==> src/rtl/countdown_pkg.sv <==
// ============================================================================
//  Module      : countdown_pkg
//  Description : Shared state type and default width for the countdown timer.
//  Revision    : 1.0 - initial release
// ============================================================================
`default_nettype none

package countdown_pkg;

    localparam int C_DEFAULT_WIDTH = 8;

    typedef enum logic [0:0] {
        IDLE = 1'b0,
        RUN  = 1'b1
    } state_e;

endpackage : countdown_pkg

`default_nettype wire

==> src/rtl/countdown_timer.sv <==
// ============================================================================
//  Module      : countdown_timer
//  Description : Loadable down-counter with a registered terminal-count pulse.
//                Define COUNTDOWN_AUTORELOAD_EN for periodic reload on
//                terminal count; otherwise the timer is one-shot.
//  Revision    : 1.0 - initial release
// ============================================================================
`default_nettype none

module countdown_timer
    import countdown_pkg::*;
#(
    parameter int WIDTH = C_DEFAULT_WIDTH
) (
    input  logic             clk,
    input  logic             resetn,
    input  logic             load,
    input  logic [WIDTH-1:0] load_value,
    input  logic             count_en,
    input  logic             stop,
    output logic [WIDTH-1:0] o_count,
    output logic             o_busy,
    output logic             o_tc
);

    localparam logic [WIDTH-1:0] C_ONE = WIDTH'(1);

    state_e           state_q,  state_d;
    logic [WIDTH-1:0] count_q,  count_d;
    logic [WIDTH-1:0] reload_q, reload_d;
    logic             tc_q,     tc_d;

    always_ff @(posedge clk) begin
        if (!resetn) begin
            state_q  <= IDLE;
            count_q  <= '0;
            reload_q <= '0;
            tc_q     <= 1'b0;
        end else begin
            state_q  <= state_d;
            count_q  <= count_d;
            reload_q <= reload_d;
            tc_q     <= tc_d;
        end
    end

    // Priority: load > stop > count_en; tc is a single-cycle pulse by default.
    always_comb begin
        state_d  = state_q;
        count_d  = count_q;
        reload_d = reload_q;
        tc_d     = 1'b0;
        if (load) begin
            count_d  = load_value;
            reload_d = load_value;
            state_d  = (load_value != '0) ? RUN : IDLE;
        end else if (stop) begin
            state_d  = IDLE;
        end else if ((state_q == RUN) && count_en) begin
            if (count_q == C_ONE) begin
                tc_d = 1'b1;
`ifdef COUNTDOWN_AUTORELOAD_EN
                count_d = reload_q;
`else
                count_d = '0;
                state_d = IDLE;
`endif
            end else begin
                count_d = count_q - C_ONE;
            end
        end
    end

    assign o_count = count_q;
    assign o_busy  = (state_q == RUN);
    assign o_tc    = tc_q;

    // While running, the count is never zero and never exceeds the reload value.
    a_run_range : assert property (@(posedge clk) disable iff (!resetn)
        (state_q == RUN) |-> ((count_q != '0) && (count_q <= reload_q)));

endmodule : countdown_timer

`default_nettype wire

==> config.mk <==
export PLATFORM = sky130hd
export DESIGN_NAME = countdown_timer
export DESIGN_NICKNAME = d
export VERILOG_FILES = /design/src/rtl/countdown_pkg.sv /design/src/rtl/countdown_timer.sv
export SDC_FILE = /design/constraint.sdc
export NUM_CORES = 1
export LEC_CHECK = 0
export ABC_AREA = 1
export BUFFER_PORTS_ARGS = -buffer_cell sky130_fd_sc_hd__buf_2
export CELL_PAD_IN_SITES_DETAIL_PLACEMENT = 0
export CELL_PAD_IN_SITES_GLOBAL_PLACEMENT = 1
export CORE_MARGIN = 10
export CORE_UTILIZATION = 34
export DETAILED_ROUTE_END_ITERATION = 7
export HOLD_SLACK_MARGIN = 0.03
export MAX_ROUTING_LAYER = met4
export PLACE_DENSITY = 0.76
export SYNTH_ARGS = -nofsm -noshare
export SYNTH_HDL_FRONTEND = slang
export SYNTH_SLANG_ARGS = --single-unit
==> constraint.sdc <==
create_clock -name clk -period 2.1 [get_ports clk]
set_input_delay 0.42 -clock clk [delete_from_list [all_inputs] [get_ports clk]]
set_output_delay 0.42 -clock clk [all_outputs]
set_load 0.01 [all_outputs]
==> metrics <==
H-tree lvl count=1; sequential fraction of the synthesis area=0.331; CTS sink cnt=10; post-route setup slack=0.765 ns; static leakage=between 0.3 and 0.4 nW; ANT cells=0; dpl ws=~0.69 ns; Mapped Area=between 600 and 700 um^2; Setup Buffers After CTS=0; unrepaired setup endpoints after global routing=no; GRT Util Overall=0.0946; most numerous cell in the Yosys netlist=nand2_1; Chip Height=between 60 and 70 um; Syn. warnings=0; drt first-iter violations=27; Synth area leaders=dfxtp_1, a22oi_1, a21oi_1, nand2_1, inv_1; flop-to-flop setup slack=roughly 0.77 ns; crit-path leading delay family=simple AND/OR/NAND/NOR gates; ANT nets after route=0; global route overflow=0; CP arrival=~1.5 ns; crit path capture type=register; max cap viols=0; CTS Root Cell=clkbuf_4; VDD IR max=between 200 and 300 uV; Tightest Pin Transition=0.385 ns; crit path max fanout=6; Buf/Inv on CP=1; # DRC=0; Reg clk slew, reported paths=~0.07 ns; top_reg_cell synth=dfxtp_1; drt wl/cell=between 10 and 15 um; final setup violation count=0; number of synthesized register bits=10; I/O Buffers=22; Hold Buf Count CTS=0; post_cts resized=0; RR Endpoint=o_count[2]; clock latency on the worst-skew pair=0.27 ns; Final Skew=about 0.0031 ns; Setup CP Type=register to register; Critical Path RT=between 2 and 2.5 ns; io pins=23; die width=62.2 um; die area=between 3000 and 4000 um^2; layout cells sized above 1=0.284; Max transition margin=0.743; setup TNS=0 ns; Post-synth EDFFs=0; worst r2r src=o_count[1]; TritonCTS clock tree=built; clock tree buffer depth=2; Layout area overhead=26.3%; worst setup path endpoint=o_count[2]; max incr delay on CP=about 0.35 ns; Pins Over Slew Limit=0; WL final=between 1.5 and 2 mm; pin count of the biggest net entering global routing=16; Final #Nets=about 130; vias per inst=roughly 4.9; fillers=185; DR vias=approximately 650; vias in the first global route=between 600 and 700; Initial Utilization=0.354; fin util=0.447; Achievable Freq=roughly 750 MHz; top cell type's share of synthesized area=0.331; CP cell instances=inv_1 > ha_1 > nand2_1 > nor2_4 > nor3_4 > o21ai_1 > a21oi_1; Core Rows=15; r2r worst-path depth=7; status=finished, final reports clean; post-synthesis cell type count=21; Num CTS Buffers=3; top cells by count, synth=nand2_1, a21oi_1, dfxtp_1, inv_1, nor2_1; Async SR Flop Fraction=0; Hold Crit Start=stop; slowest cell on the critical path=dfxtp_1; first-pass GRT wire length=2.88 mm; worst min-delay path class=input pin to register; Fin. Hold Viols=0; nature of the critical path startpoint=register; CORE AREA=between 1500 and 2000 um^2; antenna violations before repair=0; area leader, netlist=dfxtp_1; Final Wtd Congestion=0.814; syn nets=100; fin crit period=around 1.3 ns; syn avg cell area=between 7 and 8 um^2; final cycle utilization of the critical path=0.636; Power Dens Cells=a little over 600 nW/um^2; Final HPWL DP=between 1 and 1.5 mm; Mapped Cells=85; total iterations of the first detailed-routing run=4; CP startpoint=o_count[1]; Stages on worst setup path=7
-- layout by cell type (no fill, tap or decap), types with 2 or more instances in the layout --
cell / synthesis / layout
a22oi_1: 7 / 7
ha_1: 2 / 2
o21ai_1: 2 / 2
clkbuf_4: 0 / 3
inv_1: 10 / 10
xor2_1: 3 / 3
nor2_1: 9 / 9
dfxtp_1: 10 / 10
nand3_1: 5 / 5
nor4_1: 3 / 3
buf_2: 1 / 22
a21oi_1: 10 / 10
o21ai_0: 2 / 2
nand2_1: 13 / 13
-- logic make-up (layout without fill, tap and decap cells) --
kind of cell | count (synthesis) | in the layout | synth area share
compound gates | 22 | 22 | 0.217
flops | 10 | 10 | 0.331
fa+ha+maj | 2 | 2 | 0.0414
xor+xnor | 3 | 3 | 0.0435
simple gates | 35 | 35 | 0.284
buf+inv | 13 | 37 | 0.0828
-- routing by layer --
layer / wire [um] / vias up / global-route usage
met2: 753 / 32 / 0.133
met5: 0 / - / -
met1: 795 / 274 / 0.114
met3: 124 / 4 / 0.0448
met4: 21 / 0 / 0.0343
li1: - / 342 / -
-- sequential cells by signal (all words and copies together) (netlist names) --
| register | flops |
|---|---|
| o_count | 8 |
| o_busy | 1 |
| o_tc | 1 |
-- area by class of cell --
| type | instances | area [um^2] | share of cell area |
|---|---|---|---|
| clock buffer | 3 | 22.5 | 0.0295 |
| tap | 25 | 31.3 | 0.0410 |
| timing repair buffer | 22 | 110 | 0.144 |
| sequential | 10 | 200 | 0.262 |
| multi-input combinational | 62 | 354 | 0.464 |
| inverter | 12 | 45.0 | 0.0590 |
-- stage by stage --
step	instance area, um^2	hold slack (ns)	power [W]	instances
2_1_floorplan	604	0.497	0.000295	85
3_3_place_gp	741	0.493	0.000338	131
3_5_place_dp	741	0.497	0.000338	131
4_1_cts	763	0.339	0.000473	134
5_1_grt	763	0.338	0.000503	134
6_report	763	0.344	0.000466	134
-- power by group --
group | switching (W) | total, W | internal [W]
Combinational | 0.0000711 | 0.000119 | 0.0000476
Sequential | 0.0000125 | 0.000214 | 0.000201
Clock | 0.0000674 | 0.000134 | 0.0000663
Total | 0.000151 | 0.000466 | 0.000315
-- how the worst min path moves through the flow --
stage | to | slack (ns) | cells after the start
floorplan | o_tc | 0.50 | 1
global placement | o_busy | 0.49 | 2
detailed placement | o_busy | 0.50 | 2
CTS | o_tc | 0.34 | 2
global route | o_tc | 0.34 | 2
finish | o_tc | 0.34 | 2
No activity file was read; power rests on OpenSTA's default activity.
